--- config.mk ---
export PLATFORM = sky130hd
export DESIGN_NAME = turn_signal_controller_flat
export DESIGN_NICKNAME = d
export VERILOG_FILES = /design/src/rtl/turn_signal_controller_pkg.sv /design/src/rtl/turn_signal_controller_if.sv /design/src/rtl/turn_signal_controller_step_prescaler.sv /design/src/rtl/turn_signal_controller.sv /design/src/flat_wrapper.sv
export SDC_FILE = /design/constraint.sdc
export NUM_CORES = 1
export LEC_CHECK = 0
export CAP_MARGIN = 40
export CORE_UTILIZATION = 60
export CTS_CLUSTER_DIAMETER = 40
export DETAILED_ROUTE_END_ITERATION = 6
export GPL_ROUTABILITY_DRIVEN = 0
export MAX_ROUTING_LAYER = met4
export PLACE_DENSITY_LB_ADDON = 0.3
export REMOVE_ABC_BUFFERS = 1
export SLEW_MARGIN = 5
export SYNTH_ARGS = -nofsm -noshare
export SYNTH_HDL_FRONTEND = slang
export SYNTH_SLANG_ARGS = --single-unit
--- constraint.sdc ---
create_clock -name clk -period 6.4 [get_ports clk]
set_input_delay 1.92 -clock clk [delete_from_list [all_inputs] [get_ports clk]]
set_output_delay 1.92 -clock clk [all_outputs]
set_load 0.01 [all_outputs]
--- src/rtl/turn_signal_controller_pkg.sv ---
// Shared definitions for the tail-light turn signal controller: mode
// encodings, default timing parameters and small helper functions.
package tail_light_pkg;

    localparam int MODE_W             = 3;
    localparam int DEFAULT_DIV        = 4;
    localparam int DEFAULT_TAP_STEPS  = 3;
    localparam int DEFAULT_LANE_STEPS = 9;

    typedef enum logic [MODE_W-1:0] {
        MODE_IDLE   = 3'd0,
        MODE_LEFT   = 3'd1,
        MODE_RIGHT  = 3'd2,
        MODE_LANE_L = 3'd3,
        MODE_LANE_R = 3'd4,
        MODE_HAZARD = 3'd5
    } mode_e;

    // Step counter increment that sticks at 255 instead of wrapping.
    function automatic logic [7:0] sat_inc(input logic [7:0] v);
        return (v == 8'hFF) ? v : v + 8'd1;
    endfunction

    // A turn and its lane-change extension form one continuous blink episode,
    // so moving between them keeps the step count and prescaler phase.
    function automatic logic is_lane_pair(input mode_e a, input mode_e b);
        return ((a == MODE_LEFT)   && (b == MODE_LANE_L)) ||
               ((a == MODE_LANE_L) && (b == MODE_LEFT))   ||
               ((a == MODE_RIGHT)  && (b == MODE_LANE_R)) ||
               ((a == MODE_LANE_R) && (b == MODE_RIGHT));
    endfunction

endpackage

--- src/rtl/turn_signal_controller_if.sv ---
// Driver-control and sequencer-command bundle of the turn signal controller.
interface turn_signal_controller_if;
    import tail_light_pkg::*;

    logic              hazard_btn;
    logic              stalk_left;
    logic              stalk_right;
    logic              hazard;
    logic              left;
    logic              right;
    logic              step;
    logic [MODE_W-1:0] mode;

    // Driver-input side: supplies controls, observes commands.
    modport master (
        output hazard_btn, stalk_left, stalk_right,
        input  hazard, left, right, step, mode
    );

    // Controller side: consumes controls, drives commands.
    modport slave (
        input  hazard_btn, stalk_left, stalk_right,
        output hazard, left, right, step, mode
    );

endinterface

--- src/rtl/turn_signal_controller_step_prescaler.sv ---
// Step-rate prescaler: registered one-cycle pulse every DIV cycles, phase
// restartable so a new mode sees its first step DIV cycles after entry.
module step_prescaler
    import tail_light_pkg::*;
#(
    parameter int DIV = DEFAULT_DIV
) (
    input  logic clk,
    input  logic reset,
    input  logic restart,
    input  logic enable,
    output logic step
);

    localparam int               CNT_W = $clog2(DIV);
    localparam logic [CNT_W-1:0] LAST  = CNT_W'(DIV - 1);

    logic [CNT_W-1:0] cnt_q;
    logic             step_q;

    // Count 0..DIV-1; the terminal count registers a pulse and wraps.
    always_ff @(posedge clk) begin
        if (!reset) begin
            cnt_q  <= '0;
            step_q <= 1'b0;
        end else if (restart || !enable) begin
            cnt_q  <= '0;
            step_q <= 1'b0;
        end else if (cnt_q == LAST) begin
            cnt_q  <= '0;
            step_q <= 1'b1;
        end else begin
            cnt_q  <= cnt_q + 1'b1;
            step_q <= 1'b0;
        end
    end

    assign step = step_q;

endmodule

--- src/rtl/turn_signal_controller.sv ---
// Turn signal controller: arbitrates hazard, stalk and lane-change taps into
// one mode and drives registered command levels plus the sweep step pulse.
module turn_signal_controller
    import tail_light_pkg::*;
#(
    parameter int DIV        = DEFAULT_DIV,
    parameter int TAP_STEPS  = DEFAULT_TAP_STEPS,
    parameter int LANE_STEPS = DEFAULT_LANE_STEPS
) (
    input  logic                     clk,
    input  logic                     reset,
    turn_signal_controller_if.slave  bus
);

    localparam logic [7:0] TAP_CNT  = 8'(TAP_STEPS);
    localparam logic [7:0] LANE_CNT = 8'(LANE_STEPS);

    mode_e       mode_q, mode_d;
    logic        btn_q;
    logic        hazard_on_q, hazard_on_d;
    logic [7:0]  step_cnt_q, step_cnt_d;
    logic [7:0]  cnt_eff;
    logic        hazard_q, hazard_d;
    logic        left_q, left_d;
    logic        right_q, right_d;
    logic        restart;
    logic        step;
    logic        l_sel, r_sel;

    // Both stalk contacts closed is a fault and counts as no stalk.
    assign l_sel = bus.stalk_left  && !bus.stalk_right;
    assign r_sel = bus.stalk_right && !bus.stalk_left;

    step_prescaler #(
        .DIV (DIV)
    ) u_prescaler (
        .clk     (clk),
        .reset   (reset),
        .restart (restart),
        .enable  (mode_d != MODE_IDLE),
        .step    (step)
    );

    // Next mode, hazard latch, step count and command levels.
    always_comb begin
        hazard_on_d = hazard_on_q ^ (bus.hazard_btn && !btn_q);
        // A visible step pulse counts before this cycle's transition decision.
        cnt_eff     = step ? sat_inc(step_cnt_q) : step_cnt_q;
        mode_d      = mode_q;
        if (hazard_on_d) begin
            mode_d = MODE_HAZARD;
        end else begin
            case (mode_q)
                MODE_IDLE: begin
                    if (l_sel)      mode_d = MODE_LEFT;
                    else if (r_sel) mode_d = MODE_RIGHT;
                end
                MODE_LEFT: begin
                    if (!l_sel) begin
                        if (r_sel)                  mode_d = MODE_RIGHT;
                        else if (cnt_eff < TAP_CNT) mode_d = MODE_LANE_L;
                        else                        mode_d = MODE_IDLE;
                    end
                end
                MODE_RIGHT: begin
                    if (!r_sel) begin
                        if (l_sel)                  mode_d = MODE_LEFT;
                        else if (cnt_eff < TAP_CNT) mode_d = MODE_LANE_R;
                        else                        mode_d = MODE_IDLE;
                    end
                end
                MODE_LANE_L: begin
                    if (l_sel)                    mode_d = MODE_LEFT;
                    else if (r_sel)               mode_d = MODE_RIGHT;
                    else if (cnt_eff >= LANE_CNT) mode_d = MODE_IDLE;
                end
                MODE_LANE_R: begin
                    if (r_sel)                    mode_d = MODE_RIGHT;
                    else if (l_sel)               mode_d = MODE_LEFT;
                    else if (cnt_eff >= LANE_CNT) mode_d = MODE_IDLE;
                end
                MODE_HAZARD: begin
                    if (l_sel)      mode_d = MODE_LEFT;
                    else if (r_sel) mode_d = MODE_RIGHT;
                    else            mode_d = MODE_IDLE;
                end
                default: mode_d = MODE_IDLE;
            endcase
        end
        restart    = (mode_d != mode_q) && !is_lane_pair(mode_q, mode_d);
        step_cnt_d = restart ? 8'd0 : cnt_eff;
        hazard_d   = (mode_d == MODE_HAZARD);
        left_d     = (mode_d == MODE_LEFT)  || (mode_d == MODE_LANE_L);
        right_d    = (mode_d == MODE_RIGHT) || (mode_d == MODE_LANE_R);
    end

    // State and registered command outputs.
    always_ff @(posedge clk) begin
        if (!reset) begin
            mode_q      <= MODE_IDLE;
            btn_q       <= 1'b0;
            hazard_on_q <= 1'b0;
            step_cnt_q  <= 8'd0;
            hazard_q    <= 1'b0;
            left_q      <= 1'b0;
            right_q     <= 1'b0;
        end else begin
            mode_q      <= mode_d;
            btn_q       <= bus.hazard_btn;
            hazard_on_q <= hazard_on_d;
            step_cnt_q  <= step_cnt_d;
            hazard_q    <= hazard_d;
            left_q      <= left_d;
            right_q     <= right_d;
        end
    end

    assign bus.hazard = hazard_q;
    assign bus.left   = left_q;
    assign bus.right  = right_q;
    assign bus.step   = step;
    assign bus.mode   = mode_q;

endmodule
--- src/flat_wrapper.sv ---
// flat-port wrapper written by rule: the top's interface ports become plain ports
module turn_signal_controller_flat import tail_light_pkg::*;
#(
    parameter int DIV        = DEFAULT_DIV,
    parameter int TAP_STEPS  = DEFAULT_TAP_STEPS,
    parameter int LANE_STEPS = DEFAULT_LANE_STEPS
)
  (clk, reset, bus_hazard_btn, bus_stalk_left, bus_stalk_right, bus_hazard, bus_left, bus_right, bus_step, bus_mode);
  turn_signal_controller_if bus_i ();
  input  logic clk;
  input  logic reset;
  input wire logic [$bits(bus_i.hazard_btn)-1:0] bus_hazard_btn;
  input wire logic [$bits(bus_i.stalk_left)-1:0] bus_stalk_left;
  input wire logic [$bits(bus_i.stalk_right)-1:0] bus_stalk_right;
  output wire logic [$bits(bus_i.hazard)-1:0] bus_hazard;
  output wire logic [$bits(bus_i.left)-1:0] bus_left;
  output wire logic [$bits(bus_i.right)-1:0] bus_right;
  output wire logic [$bits(bus_i.step)-1:0] bus_step;
  output wire logic [$bits(bus_i.mode)-1:0] bus_mode;
  assign bus_i.hazard_btn = bus_hazard_btn;
  assign bus_i.stalk_left = bus_stalk_left;
  assign bus_i.stalk_right = bus_stalk_right;
  assign bus_hazard = bus_i.hazard;
  assign bus_left = bus_i.left;
  assign bus_right = bus_i.right;
  assign bus_step = bus_i.step;
  assign bus_mode = bus_i.mode;
  turn_signal_controller #(.DIV(DIV), .TAP_STEPS(TAP_STEPS), .LANE_STEPS(LANE_STEPS)) u_core (.clk(clk), .reset(reset), .bus(bus_i));
endmodule
Word-level counts from Yosys, hierarchy flattened
Index checks and enable logic that the tools add are counted.
Cells by class
  add/sub/neg operators: 2
  multipliers: 0
  divide/modulo/power cells: 0
  magnitude comparators: 2
  equality and inequality tests: 13
  shift-type cells: 0
  multiplexer cells: 20
  bitwise gates (word level): 2
  reduce and logical (&&, ||, !) cells: 24
Operator list (number)
  $mux W3: 14
  $pmux W3 S6: 1
  $mux W8: 2
  $eq A3 B2 Y1 const B: 4
  $eq A3 B3 Y1 const B: 4
  $add A8 B1 Y8 const B: 1
  $eq A8 B8 Y1 const B: 1
  $ge A8 B4 Y1 const B: 1
  $logic_and A1 B1 Y1: 8
  $lt A8 B2 Y1 const B: 1
  $eq A3 B1 Y1 const B: 2
  $logic_or A1 B1 Y1: 6
  $logic_not A1 Y1: 5
  $mux W2: 2
  $reduce_or A2 Y1: 2
  $logic_not A3 Y1: 1
  $ne A3 B3 Y1: 1
  $reduce_bool A3 Y1: 1
  $reduce_or A3 Y1: 1
  $add A2 B1 Y2 const B: 1
  $eq A2 B2 Y1 const B: 1
  $mux W1: 1
  $not A1 Y1: 1
  $xor A1 B1 Y1: 1
Word-level totals
  register bits after elaboration: 19
  bits in latches: 0
  memory bits (writable): 0
  ROM bits: 0
  input bits: 5
  word-level logic and storage cells: 72
  memories: 0

Logic depth before layout (Yosys ltp)
  depth after elaboration: 18
  depth in mapped cells: 11
  depth with buffers taken out: 9

By module
A second synthesis with hierarchy kept.
Unflattened totals
  cells, all modules: 144
  area total of the unflattened synthesis: 1183.6 µm²
By module, submodules not included
  turn_signal_controller: times used 1, cells each 135, area each 1066.0 µm²
  step_prescaler: times used 1, cells each 9, area each 117.6 µm²

Worst setup path after synthesis
Ideal clock, no wire load.
  kind: input to register
  start point: input port bus_hazard_btn
  end point: register u_core.step_cnt_q[5]
  setup time: 0.131 ns
  arrival: 3.512 ns
  data required time: 6.269 ns
  setup slack: 2.757 ns
  cell stages on the path: 9
  cells stage by stage: nand2b_1 -> xnor2_1 -> nor4_1 -> a41o_1 -> a31oi_2 -> o311ai_1 -> a32oi_1 -> buf_6 -> nor3_1
Between the ends
  longest elaborated chain between the ends: 11
RTL lines
  from (decl): RTL line flat_wrapper.sv:12  | input wire logic [$bits(bus_i.hazard_btn)-1:0] bus_hazard_btn;
  $logic_and A1 B1 Y1 *: RTL line turn_signal_controller.sv:46  | hazard_on_d = hazard_on_q ^ (bus.hazard_btn && !btn_q);
  $xor A1 B1 Y1 *: RTL line turn_signal_controller.sv:46
  $mux W3 *: RTL line turn_signal_controller.sv:50  | if (hazard_on_d) begin
  $eq A3 B2 Y1 or $eq A3 B1 Y1 (tied branches): RTL line turn_signal_controller_pkg.sv:27, turn_signal_controller_pkg.sv:28
  $logic_and A1 B1 Y1 (on tied branches): RTL line turn_signal_controller_pkg.sv:27, turn_signal_controller_pkg.sv:28
  $logic_or A1 B1 Y1: RTL line turn_signal_controller_pkg.sv:27  | return ((a == MODE_LEFT) && (b == MODE_LANE_L)) ||
  $logic_or A1 B1 Y1: RTL line turn_signal_controller_pkg.sv:28  | ((a == MODE_LANE_L) && (b == MODE_LEFT)) ||
  $logic_or A1 B1 Y1: RTL line turn_signal_controller_pkg.sv:29  | ((a == MODE_RIGHT) && (b == MODE_LANE_R)) ||
  $logic_not A1 Y1: RTL line turn_signal_controller.sv:90  | restart = (mode_d != mode_q) && !is_lane_pair(mode_q, mode_d);
  $logic_and A1 B1 Y1 *: RTL line turn_signal_controller.sv:90
  $reduce_or A2 Y1 (no line) *
  to (signal assigned): RTL line turn_signal_controller.sv:111  | step_cnt_q <= step_cnt_d;
  to (decl): RTL line turn_signal_controller.sv:21  | logic [7:0] step_cnt_q, step_cnt_d;
Mark *: on every way between the ends. The rest lies on a longest branch, timed or not.
A chain may end at the register's enable or synchronous reset.

Worst setup path after layout
  start point: input port bus_hazard_btn
  end point: register u_core.u_prescaler.cnt_q[1]
Between the ends
  longest elaborated chain between the ends: 12
RTL lines
  $logic_and A1 B1 Y1 *: RTL line turn_signal_controller.sv:46
  $xor A1 B1 Y1 *: RTL line turn_signal_controller.sv:46
  $mux W3 *: RTL line turn_signal_controller.sv:50
  $eq A3 B2 Y1 or $eq A3 B1 Y1 (tied branches): RTL line turn_signal_controller_pkg.sv:27, turn_signal_controller_pkg.sv:28
  $logic_and A1 B1 Y1 (on tied branches): RTL line turn_signal_controller_pkg.sv:27, turn_signal_controller_pkg.sv:28
  $logic_or A1 B1 Y1: RTL line turn_signal_controller_pkg.sv:27
  $logic_or A1 B1 Y1: RTL line turn_signal_controller_pkg.sv:28
  $logic_or A1 B1 Y1: RTL line turn_signal_controller_pkg.sv:29
  $logic_not A1 Y1: RTL line turn_signal_controller.sv:90
  $logic_and A1 B1 Y1: RTL line turn_signal_controller.sv:90
  $logic_or A1 B1 Y1 *: RTL line turn_signal_controller_step_prescaler.sv:26  | end else if (restart || !enable) begin
  $reduce_or A3 Y1 (no line) *
  to (signal assigned): RTL line turn_signal_controller_step_prescaler.sv:33  | cnt_q <= cnt_q + 1'b1;
  to (decl): RTL line turn_signal_controller_step_prescaler.sv:18  | logic [CNT_W-1:0] cnt_q;
Marks and branches as above.

==> flow_summary.toml <==
[run_status]
result_of_the_run = "finished clean"

[sta]
post-route-period-util_pct = 63.5
slew-limit-headroom_pct = 64.0
worst_pin_slew_ns = 0.540
setup_viol_count_final = 0
rsz0062_at_grt = "false"
final-hold-violation-count = 0
finalClockSkew_ns = 0.00109
timing_max_transition_violations_final = 0
fin_setup_tns_ns = 0
fmax_ghz = 0.246
finalCriticalPeriod_ns = 4.06

[yosys]
synth_sequential_area_ratio_pct = 30.2
synth_edf_count = 0
prevailing_post_synth_register_cell = "dfxtp_1"
synth_top_area_share_pct = 30.2
number_of_warnings_reported_in_the_yosys_synthesis_log = 0
top_post_synthesis_cells_by_area = "dfxtp_1 30%, nand2_1 3.9%, nor2_1 3.6%, a21oi_1 3.2%, and3_1 3.0%"
synth_async_sr_flop_share_pct = 0
syn_avg_cell_area_sq_um = 8.80
ys_ff_latch = 19
netlist_instances = 143
syn_area_sq_um = 1260
yosysUniqueCellTypes = 55
post-synth-top-area-cell = "dfxtp_1"

[drt]
postRouteAntennaNets = 0
route.detailed.drc = 0
post_dr_wirelength_cell_um = 14.5
routed-via-count = 1126
vias_per_cell = 6.29
dr.first_iter.drc_count = 27
firstDrtPassIters = 4
route.final.wire_length_um = 2590

[floorplan]
placeableCoreArea_sq_um = 1960
die-width_um = 47.8
rows = 16
chipHeight_um = 47.8
floorplan.initialDensity_pct = 64.2
design.die.area_sq_um = 2280
number_of_i_o_pins = 12

[clock_tree]
worstSkewPairLatency_ns = 0.29
tritoncts = "done"
worst_setup_hold_path_clk_slew_ns = 0.10
clock-root-buffer = "clkbuf_4"
cts-htree-levels = 1
post_cts_buffers = 0
number_of_sinks_on_the_clock_net = 19
cts_made_buffers = 3
ctsHoldBuffers = 0
max-clock-path-buffers = 2
ctsResizeCount = 0

[pwr]
static-leakage-power_nw = 0.514
power_density_relative_to_cell_area_nw_per_um2 = 195
vdd.ir_drop.worst_v = 0.000155

[global_route]
first_global_vias = 969
grt_max_degree = 13
global_route.usage.total_pct = 25.8
globalRoute.totalOverflow = 0
number_of_antenna_violations_at_the_first_check_in_global_routing = 0
grt_pass1_wl_um = 4030

[setup_path]
cp-end-kind = "flop"
path_max_fanout = 11
crit_path_start_kind = "input pin"
r2r_setup_slack_ns = 3.19
cp_data_required_time_ns = 6.60
type_of_the_setup_path_with_the_least_slack = "input pin to flop"
crit_arrival_ns = 4.26

[finish]
mostFrequentLayoutCell = "dfxtp_1"
antenna-diode-count = 0
synthToLayoutAreaGrowth_pct = 10.8
final_net_count = 160
layout.cells.most_common_list = "19 x dfxtp_1, 13 x nand2_1, 12 x nor2_1"
final_design_area_no_fill_sq_um = 1400
final_layout_size_suffix_gt1_share_pct = 12.5

[placed_design]
placed_area_sq_um = 1370
port_buffers = 11
dp.final_hpwl_um = 1960

[flow_run]
drv.max_cap_violation_count = 0

[min_path]
hold_path_class = "flop to flop"
==> cells in the mapped netlist, drive strengths merged (2+ instances only) <==
master and instances:
and4 3, nor2 12, nand2b 3, xor2 2, nor3 6, a2111oi 2, nand3 5, a211oi 3
a22oi 2, nand4 3, and3 6, o41ai 2, nand2 13, nor4b 2, a31oi 4, buf 7
ha 2, and2 3, dfxtp 19, nor4 3, o21ai 7, inv 5, a21oi 8
==> worst max-delay path, cell delays in order <==
cell and delay (ns):
clkdlybuf4s50_1 0.47, nand2b_1 0.10, xnor2_1 0.23, nor4_1 0.32, a41o_1 0.22, a31oi_2 0.06, o311ai_1 0.33, a32oi_1 0.14
buf_4 0.20, nor4bb_1 0.27
==> worst paths after layout <==
| path | start | endpoint | cells past startpoint |
|---|---|---|---|
| setup / recovery | bus_hazard_btn | u_core.u_prescaler.cnt_q[1]$_SDFF_PP0_ | 10 |
| hold / removal | u_core.u_prescaler.cnt_q[0]$_SDFF_PP0_ | u_core.u_prescaler.cnt_q[0]$_SDFF_PP0_ | 1 |
| setup reg to reg | u_core.step_cnt_q[0]$_SDFF_PP0_ | u_core.u_prescaler.cnt_q[1]$_SDFF_PP0_ | 10 |
| hold reg to reg | u_core.u_prescaler.cnt_q[0]$_SDFF_PP0_ | u_core.u_prescaler.cnt_q[0]$_SDFF_PP0_ | 1 |
==> cell type report <==
| cell class | count | area (sq um) |
|---|---|---|
| Timing Repair Buffer | 12 | 118 |
| Clock buffer | 4 | 26.3 |
| Tap cell | 27 | 33.8 |
| Inverter | 5 | 18.8 |
| Sequential cell | 19 | 380 |
| Multi-Input combinational cell | 112 | 818 |
| Fill cell | 164 | 567 |
==> state kept, by name, summed over array words and instances (netlist names) <==
register and flops:
u_core.u_prescaler.step 1, u_core.bus.right 1, u_core.step_cnt_q 8, u_core.bus.left 1
u_core.u_prescaler.cnt_q 2, u_core.hazard_on_q 1, u_core.btn_q 1, u_core.bus.mode 3
u_core.bus.hazard 1
==> metal layers <==
metal | global-route usage, % | part of all wire, % | wire length [um]
met1 | 28.9 | 44 | 1140
met2 | 42.4 | 50 | 1300
met3 | 6.79 | 3.7 | 95
met4 | 12.2 | 1.9 | 48
met5 | - | 0 | 0
==> kinds of logic after synthesis <==
group                    share of synthesized area (%)
AO/OA/AOI/OAI                                     25.7
XOR/XNOR                                          2.09
adder cells (fa/ha/maj)                           2.78
buffers and inverters                             4.77
flip-flops                                        30.2
multiplexers                                      1.69
AND/OR/NAND/NOR                                   32.7
==> report_power, final <==
part,switching (mW),internal (mW)
Combinational,0.0397,0.0372
Clock,0.0335,0.0242
Sequential,0.00987,0.128
==> through the flow <==
step | setup WS (ns) | hold slack [ns] | power (mW) | util [%] | std cells
floorplan | 2.31 | 0.458 | 0.190 | - | 136
global placement | 2.20 | 0.466 | 0.215 | 69.8 | 175
detailed placement | 2.04 | 0.477 | 0.217 | 69.8 | 175
CTS | 2.34 | 0.497 | 0.274 | 71.1 | 179
global route | 2.18 | 0.512 | 0.286 | 71.1 | 179
finish | 2.34 | 0.489 | 0.272 | 71.1 | 179
Note: power is estimated with default switching activity, not from simulation.
